===== config.mk =====
export PLATFORM = sky130hd
export DESIGN_NAME = keypad_scanner
export DESIGN_NICKNAME = d
export VERILOG_FILES = /design/src/rtl/keypad_scanner.sv
export SDC_FILE = /design/constraint.sdc
export NUM_CORES = 1
export LEC_CHECK = 0
export ABC_AREA = 0
export CORE_MARGIN = 1.5
export CORE_UTILIZATION = 60
export CTS_CLUSTER_SIZE = 24
export DETAILED_ROUTE_END_ITERATION = 10
export GPL_TIMING_DRIVEN = 0
export PLACE_DENSITY = 0.93
export SETUP_SLACK_MARGIN = 0.5
export SYNTH_ARGS = -nofsm -noshare
export SYNTH_HDL_FRONTEND = slang
export SYNTH_SLANG_ARGS = --single-unit
export TNS_END_PERCENT = 5

===== constraint.sdc =====
create_clock -name clk_i -period 9.8 [get_ports clk_i]
set_clock_uncertainty 0.05 [all_clocks]
set_input_delay 1.96 -clock clk_i [delete_from_list [all_inputs] [get_ports clk_i]]
set_output_delay 1.96 -clock clk_i [all_outputs]
set_load 0.05 [all_outputs]

===== src/rtl/keypad_scanner.sv =====
// 4x4 matrix keypad scanner: drives active-low columns, samples synchronized rows,
// debounces whole scan passes and hands one key code at a time to a consumer.
module keypad_scanner #(
  parameter int SCAN_DIV       = 1000,
  parameter int DEBOUNCE_SCANS = 4
) (
  input  logic       clk_i,
  input  logic       rst_ni,
  input  logic [3:0] row_i,
  output logic [3:0] col_o,
  output logic [3:0] key_code_o,
  output logic       key_valid_o,
  input  logic       key_ack_i,
  output logic       key_held_o,
  output logic       overrun_o
);

  localparam int DivW = $clog2(SCAN_DIV);
  localparam int CntW = $clog2(DEBOUNCE_SCANS + 1);
  localparam logic [DivW-1:0] DivLast  = DivW'(SCAN_DIV - 1);
  localparam logic [CntW-1:0] ScansMax = CntW'(DEBOUNCE_SCANS);
  localparam logic [CntW-1:0] CntOne   = CntW'(1);
  localparam bit              OneScan  = (DEBOUNCE_SCANS == 1);

  typedef enum logic [1:0] {
    Idle,
    Debounce,
    Pressed,
    Release
  } state_e;

  logic [3:0]      rowSync1_q, rowSync2_q;
  logic [DivW-1:0] divCnt_q, divCnt_d;
  logic [1:0]      colIdx_q, colIdx_d;
  logic [1:0]      snapCnt_q, snapCnt_d;
  logic [3:0]      snapCode_q, snapCode_d;
  state_e          state_q, state_d;
  logic [3:0]      cand_q, cand_d;
  logic [CntW-1:0] stable_q, stable_d;
  logic [CntW-1:0] rel_q, rel_d;
  logic [3:0]      code_q, code_d;
  logic            held_q, held_d;
  logic            valid_q, valid_d;
  logic            overrun_q, overrun_d;

  logic            sample, passEnd, accept;
  logic [1:0]      rowLowCnt, mergedCnt;
  logic [3:0]      rowLowCode, mergedCode;
  logic [2:0]      sumCnt;
  logic            candValid;

  // Two-flop synchronizer for the asynchronous row inputs
  always_ff @(posedge clk_i or negedge rst_ni) begin
    if (!rst_ni) begin
      rowSync1_q <= 4'hF;
      rowSync2_q <= 4'hF;
    end else begin
      rowSync1_q <= row_i;
      rowSync2_q <= rowSync1_q;
    end
  end

  assign sample  = (divCnt_q == DivLast);
  assign passEnd = sample && (colIdx_q == 2'd3);

  always_comb begin
    divCnt_d = divCnt_q + DivW'(1);
    colIdx_d = colIdx_q;
    if (sample) begin
      divCnt_d = '0;
      colIdx_d = colIdx_q + 2'd1;
    end
  end

  // Count low rows in this column (saturating at 2) and fold into the pass snapshot
  always_comb begin
    rowLowCnt  = 2'd0;
    rowLowCode = 4'd0;
    for (int r = 0; r < 4; r++) begin
      if (!rowSync2_q[r]) begin
        if (rowLowCnt != 2'd2) rowLowCnt = rowLowCnt + 2'd1;
        rowLowCode = {2'(r), colIdx_q};
      end
    end
    sumCnt     = {1'b0, snapCnt_q} + {1'b0, rowLowCnt};
    mergedCnt  = (sumCnt >= 3'd2) ? 2'd2 : sumCnt[1:0];
    mergedCode = (rowLowCnt != 2'd0) ? rowLowCode : snapCode_q;
    candValid  = passEnd && (mergedCnt == 2'd1);
  end

  always_comb begin
    snapCnt_d  = snapCnt_q;
    snapCode_d = snapCode_q;
    if (passEnd) begin
      snapCnt_d  = 2'd0;
      snapCode_d = 4'd0;
    end else if (sample) begin
      snapCnt_d  = mergedCnt;
      snapCode_d = mergedCode;
    end
  end

  always_ff @(posedge clk_i or negedge rst_ni) begin
    if (!rst_ni) begin
      divCnt_q   <= '0;
      colIdx_q   <= 2'd0;
      snapCnt_q  <= 2'd0;
      snapCode_q <= 4'd0;
    end else begin
      divCnt_q   <= divCnt_d;
      colIdx_q   <= colIdx_d;
      snapCnt_q  <= snapCnt_d;
      snapCode_q <= snapCode_d;
    end
  end

  // Debounce FSM; only moves at pass end, so the counters count whole passes
  always_comb begin
    state_d  = state_q;
    cand_d   = cand_q;
    stable_d = stable_q;
    rel_d    = rel_q;
    code_d   = code_q;
    held_d   = held_q;
    accept   = 1'b0;
    if (passEnd) begin
      unique case (state_q)
        Idle: begin
          if (candValid) begin
            cand_d   = mergedCode;
            stable_d = CntOne;
            if (OneScan) begin
              state_d  = Pressed;
              stable_d = '0;
              code_d   = mergedCode;
              held_d   = 1'b1;
              accept   = 1'b1;
            end else begin
              state_d = Debounce;
            end
          end
        end
        Debounce: begin
          if (!candValid) begin
            state_d  = Idle;
            stable_d = '0;
          end else if (mergedCode == cand_q) begin
            stable_d = stable_q + CntOne;
            if (stable_q + CntOne >= ScansMax) begin
              state_d  = Pressed;
              stable_d = '0;
              code_d   = cand_q;
              held_d   = 1'b1;
              accept   = 1'b1;
            end
          end else begin
            cand_d   = mergedCode;
            stable_d = CntOne;
          end
        end
        Pressed: begin
          if (!candValid) begin
            rel_d = CntOne;
            if (OneScan) begin
              state_d = Idle;
              rel_d   = '0;
              held_d  = 1'b0;
            end else begin
              state_d = Release;
            end
          end
        end
        Release: begin
          if (candValid) begin
            state_d = Pressed;
            rel_d   = '0;
          end else begin
            rel_d = rel_q + CntOne;
            if (rel_q + CntOne >= ScansMax) begin
              state_d = Idle;
              rel_d   = '0;
              held_d  = 1'b0;
            end
          end
        end
        default: state_d = Idle;
      endcase
    end
  end

  // An accept beats a simultaneous ack, and that ack does not count toward overrun
  always_comb begin
    valid_d   = valid_q;
    overrun_d = overrun_q;
    if (accept) begin
      valid_d = 1'b1;
      if (valid_q && !key_ack_i) overrun_d = 1'b1;
      else if (key_ack_i)        overrun_d = 1'b0;
    end else if (key_ack_i && valid_q) begin
      valid_d   = 1'b0;
      overrun_d = 1'b0;
    end
  end

  always_ff @(posedge clk_i or negedge rst_ni) begin
    if (!rst_ni) begin
      state_q   <= Idle;
      cand_q    <= 4'd0;
      stable_q  <= '0;
      rel_q     <= '0;
      code_q    <= 4'd0;
      held_q    <= 1'b0;
      valid_q   <= 1'b0;
      overrun_q <= 1'b0;
    end else begin
      state_q   <= state_d;
      cand_q    <= cand_d;
      stable_q  <= stable_d;
      rel_q     <= rel_d;
      code_q    <= code_d;
      held_q    <= held_d;
      valid_q   <= valid_d;
      overrun_q <= overrun_d;
    end
  end

  assign col_o       = ~(4'b0001 << colIdx_q);
  assign key_code_o  = code_q;
  assign key_valid_o = valid_q;
  assign key_held_o  = held_q;
  assign overrun_o   = overrun_q;

endmodule


Yosys cells after proc, flatten, opt, wreduce, memory -nomap -nowiden --
Index checks and enable logic that the tools add are counted.
Word-level totals: register bits after elaboration 45, latch bits 0, bits in writable memories 0, bits in read-only memories 0, logic and storage cells 123, memories 0
Operators by class: add/sub/neg operators 8, $mul 0, divide/modulo/power cells 0, magnitude comparators 3, equal/unequal tests 22, shift operators 1, mux-type cells 55, bitwise gates (word level) 1, reductions and logical operators 19
Operators by type and width (number):
- 4-bit 2-to-1 mux | 9
- 2-bit 2-to-1 mux | 17
- 2-bit inequality test (second input constant) | 11
- 3-bit 2-to-1 mux | 7
- 1-bit 2-to-1 mux | 16
- 3-bit one-hot mux with 2 select lines | 2
- 2-bit nonzero test | 6
- 10-bit by 1-bit adder with 10-bit output (second input constant) | 1
- 10-bit == test (second input constant) | 1
- 10-bit 2-to-1 mux | 1
- 5-bit AND reduction | 2
- 3-bit inequality test (second input constant) | 3
- 2-bit by 1-bit adder with 2-bit output (second input constant) | 4
- 2-bit one-hot mux with 4 select lines | 1
- 4-bit one-hot mux with 2 select lines | 1
- 7-bit AND reduction | 1
- 3-bit by 1-bit adder with 3-bit output (second input constant) | 2
- 2-bit == test (second input constant) | 3
- 3-bit greater-or-equal comparator (second input constant) | 2
- 3-bit AND reduction | 2
- 6-bit AND reduction | 1
- 2-bit by 1-bit == test with 1-bit output (second input constant) | 2
- 4-bit == test | 1
- 1-bit logical AND | 4
- 9 further kinds | 9

Longest topological paths before layout --
word-level depth 20, mapped depth 14, mapped depth without buffers 13

Worst setup path after synthesis --
No wires, ideal clock.
kind register to register, start point register rowSync2_q[0], end point register code_q[0] (netlist: key_code_o[0]), arrival 3267 ps, data required time 9625 ps, path slack 6358 ps, cell stages (with the launch flop) 14, path buffers 0, cells stage by stage dfstp_2 -> inv_1 -> ha_1 -> mux2i_1 -> ha_1 -> nor2_1 -> a21oi_1 -> ha_1 -> inv_1 -> fa_1 -> nand3_1 -> or4_4 -> nor3_4 -> mux2_2
On the way: longest elaborated chain between the ends 16, elaborated cells between the ends (all ways) 26
Ends and longest elaborated chain:
- from (decl) | line 32 | logic [3:0] rowSync1_q, rowSync2_q;
- from (signal assigned) | line 59 | rowSync2_q <= rowSync1_q;
- 1-bit 2-to-1 mux | line 80 | if (!rowSync2_q[r]) begin
- 2-bit by 1-bit adder with 2-bit output or 2-bit inequality test (tied branches) | line 81 | if (rowLowCnt != 2'd2) rowLowCnt = rowLowCnt + 2'd1;
- 2-bit 2-to-1 mux | line 81
- 2-bit 2-to-1 mux | line 80
- 2-bit by 1-bit adder with 2-bit output or 2-bit inequality test (tied branches) | line 81
- 2-bit 2-to-1 mux | line 81
- 2-bit 2-to-1 mux | line 80
- 2-bit by 1-bit adder with 2-bit output or 2-bit inequality test (tied branches) | line 81
- 2-bit 2-to-1 mux | line 81
- 2-bit 2-to-1 mux | line 80
- 2-bit by 2-bit adder with 3-bit output | line 85 | sumCnt = {1'b0, snapCnt_q} + {1'b0, rowLowCnt};
- 3-bit by 2-bit greater-or-equal comparator with 1-bit output | line 86 | mergedCnt = (sumCnt >= 3'd2) ? 2'd2 : sumCnt[1:0];
- 2-bit 2-to-1 mux | line 86
- 2-bit by 1-bit == test with 1-bit output | line 88 | candValid = passEnd && (mergedCnt == 2'd1);
- 1-bit logical AND | line 88
- 5-bit AND reduction (no line) *
- to (signal assigned) | line 220 | code_q <= code_d;
- to (decl) | line 41 | logic [3:0] code_q, code_d;
Every way passes the cells marked *; elsewhere a longest branch is shown, timed or not. A chain may end at the register's enable or synchronous reset.

Worst setup path in the final report --
start point register colIdx_q[1], end point output port col_o[3]
On the way: longest elaborated chain between the ends 2
Ends and longest elaborated chain:
- from (decl) | line 34 | logic [1:0] colIdx_q, colIdx_d;
- from (signal assigned) | line 111 | colIdx_q <= colIdx_d;
- 1-bit by 2-bit << shifter with 4-bit output | line 227 | assign col_o = ~(4'b0001 << colIdx_q);
- 4-bit inverter | line 227
- to (decl) | line 10 | output logic [3:0] col_o,
No other way between the ends.

==> key figures <==
Power
  • Power per Cell Area: 133 nW/µm²
  • Switching power total: 85.9 µW
  • Worst vdd ir: 0.0919 mV
  • Pwr Total: 362 µW
  • Int Pwr: 276 µW
  • Seq pwr share: 0.524
  • P_leak: 0.00121 µW
  • Net Sw Frac: 0.238
  • Clock Power Share: 0.391
  • Logic pwr share: 0.084

Hold path
  • HP Start: rowSync1_q[1]
  • Worst hold path class: register to register

Layout
  • Layout area overhead: 15.3%
  • Final #Nets: 268
  • Antenna cells: 0
  • Design area: 2710 µm²
  • Fillers: 245
  • Layout cells sized above 1: 0.149
  • Non-Filler Instances: 297

Clock network
  • CTS H-tree lvls: 2
  • Post-CTS sizing: 0
  • Root Buffer: clkbuf_8
  • CTS sink count: 45
  • CTS max path bufs: 2
  • Clk_lat worst skew: 0.31 ns
  • Hold_buf cts: 0
  • CTS tree: done
  • Clock transition at the registers of the reported paths: 0.09 ns
  • CTS buffer count: 5
  • Post-CTS setup buffer count: 0

Yosys
  • Asr flop ratio synth: 1.00
  • Post-synthesis cell area: 2350 µm²
  • Cell taking the most area after synthesis: dfrtp_1
  • #FFs+latches synth: 45
  • Top_reg_cell synth: dfrtp_1
  • Yosys warning count: 0
  • Post-synth EDFFs: 0
  • Distinct cells, synth: 54
  • Synth top area share: 0.393
  • Most area-consuming cells after synthesis: dfrtp_1, dfstp_2, ha_1
  • Syn Inst Count: 223
  • Synth Area per Inst: 10.6 µm²
  • Sequential share of the synthesized area: 0.483
  • Mapped Nets: 243

Critical path
  • Delay-heaviest family, CP: buffers and inverters
  • Crit end category: output port
  • Crit-path max cell delay: 0.83 ns
  • Setup CP Type: register to output port
  • Worst Path Buf+Inv: 2
  • CP max-delay cell: clkdlybuf4s50_1
  • Crit Path Max Fanout: 5
  • Beginning of the worst register-to-register path: rowSync2_q[0]
  • Worst Setup SP: colIdx_q[1]
  • Crit path DAT: 2.05 ns
  • Worst EP required: 7.79 ns
  • Critical-path cell list: ha_1 > inv_1 > clkdlybuf4s50_1
  • Startpoint Class: register

Die
  • Cell row count: 22
  • Starting density of the core: 0.633
  • Die Y: 65.6 µm
  • Full die area: 4310 µm²
  • Die Width: 65.6 µm
  • Io pins: 18
  • Area of the core: 3720 µm²

STA
  • Final hold viol count: 0
  • RSZ-0062 raised after global routing: no
  • Final worst-path cycle share: 0.415
  • Slew of the pin with the lowest slew margin: 0.733 ns
  • Fmax: 246 MHz
  • Final Setup Violations: 0
  • WHS: 0.309 ns
  • Setup TNS: 0 ns
  • Max Slew Vio Count: 0
  • Final min period: 4.06 ns
  • Slew HR: 0.507

Route
  • DR iter-0 viols: 197
  • DRT antenna net count: 0
  • DR WL/cell: 16.9 µm
  • First-pass detailed-route iteration total: 6
  • Vias per Instance: 6.08
  • Vias: 1,807
  • # DRC: 0
  • Final WL: 5010 µm

Global route
  • Gr ovfl total: 0
  • Initial antenna violation count: 0
  • GRT Util Overall: 0.258
  • First-pass GRT wire length: 8420 µm
  • Largest net degree at the start of global routing: 30
  • Vias in the first global route: 1,831

Placement
  • Post-DP HPWL: 3420 µm
  • Placed insts: 289
  • PortBufs: 17
  • Post-DP Area: 2600 µm²
  • GPL Wtd Cong: 0.847

Job
  • Max cap viols: 0

Outcome
  • Outcome: completed
power groups by stage:
stage                     logic, µW  registers, µW  clock network [µW]
after floorplan                18.2            193                   0
after global placement         27.7            193                   0
after detailed placement       29.5            193                   0
after CTS                      30.4            190                 143
after global routing           33.5            190                 153
final                          30.5            190                 142
cell usage in the layout, fill, tap and decap left out, types with 3 or more instances in the layout:
cell type,count
dfrtp_1,37
inv_1,19
nor2_1,17
nand2_1,16
clkdlybuf4s50_1,16
o21ai_0,13
ha_1,12
dfstp_2,8
nand3_1,7
a21oi_1,6
xor2_1,6
mux2_2,6
xnor2_1,5
and2_1,5
clkbuf_8,5
clkbuf_1,4
nor3_1,4
and3_1,3
nand2b_1,3
or3_1,3
nor2b_1,3
a22o_1,3
synthesized netlist by cell type, drive strengths merged (2+ instances only):
library cell,number
nor2,17
or3,3
mux2i,2
o21bai,2
nand2,17
xnor2,5
a21oi,6
nand2b,3
inv,19
a31oi,2
o211ai,2
xor2,6
buf,2
or3b,2
dfstp,8
o31ai,3
nand3,7
nand4b,2
nor3,6
nand4,2
or4,2
ha,12
nor2b,3
and3,3
and2,5
dfrtp,37
a22o,3
mux2,6
a32o,2
o21ai,15
clkbuf,4
metrics by stage:
step           utilization  setup WS [ns]
2_1_floorplan            -           6.36
3_3_place_gp         0.695           5.58
3_5_place_dp         0.699           5.96
4_1_cts              0.730           5.77
5_1_grt              0.730           5.70
6_report             0.730           5.74
sequential cells by signal, summed over array words and instances (netlist names), named ones only:
signal	count
cand_q	4
colIdx_q	2
divCnt_q	10
key_code_o	4
key_held_o	1
key_valid_o	1
overrun_o	1
rel_q	3
rowSync1_q	4
rowSync2_q	4
snapCnt_q	2
snapCode_q	4
stable_q	3
state_q	1
worst register-to-register path: stages, from the launching register on:
cell and delay (ns):
dfstp_2 0.57, inv_1 0.05, ha_1 0.33, mux2i_1 0.26, ha_1 0.25, nor2_1 0.06, a21oi_1 0.15, ha_1 0.16
inv_1 0.05, fa_1 0.50, nand3_1 0.14, or4_4 0.53, nor3_4 0.30, mux2_2 0.39
worst paths after layout:
check	endpoint	slack [ns]	cells after the start
min in group asynchronous	stable_q[0]	1.51	1
hold / removal	rowSync2_q[1]	0.31	0
setup / recovery	col_o[3]	5.74	3
max in group asynchronous	rowSync1_q[3]	7.64	2
setup reg to reg	key_code_o[0]	5.91	13
hold reg to reg	rowSync2_q[1]	0.31	0
layout make-up:
type	count	area [µm²]	share of cell area
tap	48	60.1	0.0221
sequential	45	1140	0.419
buffer	6	31.3	0.0115
inverter	19	71.3	0.0263
clock buffer	5	68.8	0.0254
clock inverter	3	46.3	0.0171
timing repair buffer	18	185	0.0682
multi-input combinational	153	1110	0.411
metal layers:
metal,track usage,wire [µm],vias to the layer above
met3,0.0736,218,13
met5,0,0,-
li1,-,-,844
met1,0.305,2100,888
met4,0.0833,106,0
met2,0.451,2590,62
cell families after synthesis:
logic type	count (synthesis)	synth area share
xor+xnor	11	0.0409
buf+inv	25	0.0436
fa+ha+maj	13	0.0723
flops	45	0.483
simple gates	75	0.183
mux	8	0.0372
compound gates	46	0.140
Power figures use the tool's default switching activity.
==> edit 1, RTL diff (same settings) <==
The parameter `SCAN_DIV` goes from 1000 to 500.
--- a/src/rtl/keypad_scanner.sv
+++ b/src/rtl/keypad_scanner.sv
@@ -1,7 +1,7 @@
 // 4x4 matrix keypad scanner: drives active-low columns, samples synchronized rows,
 // debounces whole scan passes and hands one key code at a time to a consumer.
 module keypad_scanner #(
-  parameter int SCAN_DIV       = 1000,
+  parameter int SCAN_DIV       = 500,
   parameter int DEBOUNCE_SCANS = 4
 ) (
   input  logic       clk_i,
Function: same outputs for any inputs over 10 cycles, from zero or initial values and one cycle with rst_ni low; that may be too few to reach the edited logic, so the function may still have changed.
==> edit 1 against the unedited design <==
  * Synthesized area shrank 2.3%
  * Final cell count shrank 1.3%
  * Power shrank 9.0%
  * Wire length shrank 12%
  * Setup slack lost 0.043 ns
  * Sequential cell count shrank 1
  * Synthesized cell count shrank 1.8%
  * Hold slack lost 0.0014 ns
  * Final area shrank 2.8%
  * Die area shrank 2.2%
  * Combinational power shrank 14%
  * Critical path type is now flip-flop to flip-flop
==> edit 1: results (changes against the unedited design) <==
stage,metric,value,unit,change
worst_setup_path,crit_family,simple AND/OR/NAND/NOR gates,,was buffers and inverters
global_routing,grt_util_all_layers,0.244,,was 0.258
synth,synthesis.nets,239,,was 243
worst_setup_path,regToRegStartpoint,rowSync2_q[1]$_DFF_PN1_,,was rowSync2_q[0]$_DFF_PN1_
pwr,p_clk,0.117,mW,was 0.142 mW
synth,ys_top_cells_by_area,"dfrtp_1 (39%), dfstp_2 (9.1%), ha_1 (6.5%), nand2_1 (3.8%), o21ai_0 (3.5%)",,"was dfrtp_1 (39%), dfstp_2 (8.9%), ha_1 (6.4%), inv_1 (3.0%), mux2_2 (2.9%)"
timing,fmax,243,MHz,was 246 MHz
finish,nNetsFinal,264,,was 268
worst_setup_path,cp_slowest_cell,dfstp_2,,was clkdlybuf4s50_1
drt,drtIter0Drc,80,,was 197
pwr,peakVddDrop,0.107,mV,was 0.0919 mV
status,status,"finished, final reports clean",,unchanged
placed_design,place_ws,5.76,ns,was 5.96 ns
worst_setup_path,crit_end,key_code_o[2]$_DFFE_PN0P_,,was col_o[3]
placed_design,gp_congestion,0.799,,was 0.847
synth,syn_area_per_cell,10.5,sq um,was 10.6 sq um
placed_design,dpl_cell_area,2540,sq um,was 2600 sq um
timing,holdWs,0.307,ns,was 0.309 ns
worst_setup_path,reg2reg_slack,5.69,ns,was 5.91 ns
finish,finalNonFillerCells,293,,was 297
drt,firstDrtPassIters,4,,was 6
worst_setup_path,crit_fanout,8,,was 5
pwr,power.leakage,1.12,nW,was 1.21 nW
placed_design,place_hpwl,3270,um,was 3420 um
global_routing,grt_pass1_wl,7820,um,was 8420 um
global_routing,met2_usage,0.418,,was 0.451
drt,dr_wl_met3,181,um,was 218 um
cts,clk_pin_slew,0.07,ns,was 0.09 ns
worst_setup_path,worstPathArrival,4.24,ns,was 2.05 ns
pwr,p_sw,0.0778,mW,was 0.0859 mW
finish,drive_gt1_frac,0.131,,was 0.149
min_path,min_from,rowSync1_q[0]$_DFF_PN1_,,was rowSync1_q[1]$_DFF_PN1_
global_routing,grt_max_degree,44,,was 30
min_path,hold_end,rowSync2_q[0]$_DFF_PN1_,,was rowSync2_q[1]$_DFF_PN1_
timing,relSlewSlack,0.371,,was 0.507
worst_setup_path,cp_slowest_stage_delay,0.58,ns,was 0.83 ns
## edit 1: changes by cell type in the layout (fill, tap and decap cells not counted), moves of 3 or more
cell	unedited run	this run
and3_1	3	0
inv_1	19	14
nand2_1	16	23
nand3_1	7	4
nor4_1	1	4
o21ai_0	13	16
xor2_1	6	1
## edit 1: cells by family after synthesis
logic type,count (synthesis),share of synthesized area
AND/OR/NAND/NOR,79,0.193
AO/OA/AOI/OAI,52,0.161
flip-flops,44,0.483
buffers and inverters,17,0.0283
adder cells (fa/ha/maj),13,0.0740
XOR/XNOR,7,0.0267
multiplexers,7,0.0337
## edit 1: layout make-up
cell class / instances / area [sq um] / share of cell area
Tap cell: 48 / 60.1 / 0.0228
Clock inverter: 1 / 7.51 / 0.00284
Buffer: 3 / 12.5 / 0.00474
Sequential cell: 44 / 1110 / 0.421
Multi-Input combinational cell: 158 / 1120 / 0.426
Inverter: 14 / 52.6 / 0.0199
Timing Repair Buffer: 18 / 185 / 0.0702
Clock buffer: 7 / 86.3 / 0.0327
==> edit 2, RTL diff (same settings) <==
Without the edit above. The 4 states of `state_e` get a Gray code encoding in 2 bits.
--- a/src/rtl/keypad_scanner.sv
+++ b/src/rtl/keypad_scanner.sv
@@ -23,10 +23,10 @@
   localparam bit              OneScan  = (DEBOUNCE_SCANS == 1);
 
   typedef enum logic [1:0] {
-    Idle,
-    Debounce,
-    Pressed,
-    Release
+    Idle     = 2'b00,
+    Debounce = 2'b01,
+    Pressed  = 2'b11,
+    Release  = 2'b10
   } state_e;
 
   logic [3:0]      rowSync1_q, rowSync2_q;
Behaviour: no difference found for any inputs over 10 cycles, from zero or initial values and one cycle with rst_ni low; not proved beyond that.
==> edit 2 against the unedited design <==
  * Register-to-register slack improved by 0.06 ns
  * Final area increased by 3.7%
  * Sequential cell count unchanged
  * Synthesized area increased by 4.0%
  * Wire length increased by 3.0%
  * Hold slack about the same
  * Setup slack improved by 0.015 ns
  * Power increased by 2.3%
  * Die area increased by 3.8%
  * Largest power group unchanged
==> edit 2: results (changes against the unedited design) <==
stage,metric,value,unit,change
timing,holdWs,0.309,ns,about the same
synth,ys_top_cells_by_count,"dfrtp_1 (37), inv_1 (19), ha_1 (16), nand2_1 (15), nor2_1 (15)",,"was dfrtp_1 (37), inv_1 (19), nor2_1 (17), nand2_1 (16), o21ai_0 (13)"
synth,ys_top_cells_by_area,"dfrtp_1 (38%), dfstp_2 (8.6%), ha_1 (8.2%), inv_1 (2.9%), o21ai_0 (2.7%)",,"was dfrtp_1 (39%), dfstp_2 (8.9%), ha_1 (6.4%), inv_1 (3.0%), mux2_2 (2.9%)"
finish,bufAreaShareNonClock,0.0791,,was 0.0798
finish,seq_share,0.404,,was 0.419
worst_setup_path,crit_start,colIdx_q[0]$_DFFE_PN0N_,,was colIdx_q[1]$_DFFE_PN0N_
timing,fmax,247,MHz,was 246 MHz
worst_setup_path,crit_fanout,7,,was 5
finish,n_all_buffers,23,,was 24
global_routing,grtUsageMet3,0.0608,,was 0.0736
global_routing,grt_util_all_layers,0.257,,was 0.258
global_routing,gr-usage-met1,0.291,,was 0.305
min_path,min_from,rowSync1_q[3]$_DFF_PN1_,,was rowSync1_q[1]$_DFF_PN1_
finish,clkbuf_count,6,,was 5
worst_setup_path,r2r_cells,15,,was 13
placed_design,dp_cells,296,,was 289
drt,vias_per_cell,5.99,,was 6.08
synth,ys_seq_area_frac,0.464,,was 0.483
placed_design,gp_congestion,0.748,,was 0.847
finish,nNetsFinal,277,,was 268
drt,met2_length,2690,um,was 2590 um
drt,firstDrtPassIters,4,,was 6
synth,syn_area_per_cell,10.7,sq um,was 10.6 sq um
placed_design,place_hpwl,3610,um,was 3420 um
drt,drtIter0Drc,155,,was 197
finish,syn2layout_area_growth,15.0,%,was 15.3%
finish,seq_cells,45,,unchanged
status,status,"finished, final reports clean",,unchanged
synth,synthesis.nets,252,,was 243
synth,yosysUniqueCellTypes,55,,was 54
drt,wl_met1,2180,um,was 2100 um
finish,area_share_clock_buf_inv,0.0427,,was 0.0424
worst_setup_path,reg2reg_slack,5.97,ns,was 5.91 ns
drt,dr_wl_met3,160,um,was 218 um
worst_setup_path,cp_slowest_stage_delay,0.80,ns,was 0.83 ns
finish,num-multi-input-gates,159,,was 153
drt,vias,1820,,was 1807
## edit 2: changes by cell type in the layout (fill, tap and decap cells not counted), sizes merged, moves of 3 or more
cell   before  now
ha         12   16
o22ai       0    3
a21oi       6   12
nor3        6    1
## edit 2: cells by family after synthesis
| logic type | share of synthesized area |
|---|---|
| AND/OR/NAND/NOR | 0.159 |
| AO/OA/AOI/OAI | 0.158 |
| flip-flops | 0.464 |
| buffers and inverters | 0.0445 |
| adder cells (fa/ha/maj) | 0.0900 |
| XOR/XNOR | 0.0470 |
| multiplexers | 0.0373 |
## edit 2: worst max-delay path: cells and delay by family (launching register included)
family | cells | cell delay [ns]
flops | 1 | 0.48
fa+ha+maj | 1 | 0.33
buf+inv | 2 | 0.92
## edit 2: power by group
part           internal, mW  total, mW  switching, mW
clock network        0.0829      0.147         0.0636
logic                0.0131     0.0339         0.0208
registers             0.189      0.190        0.00114
total                 0.285      0.370         0.0856
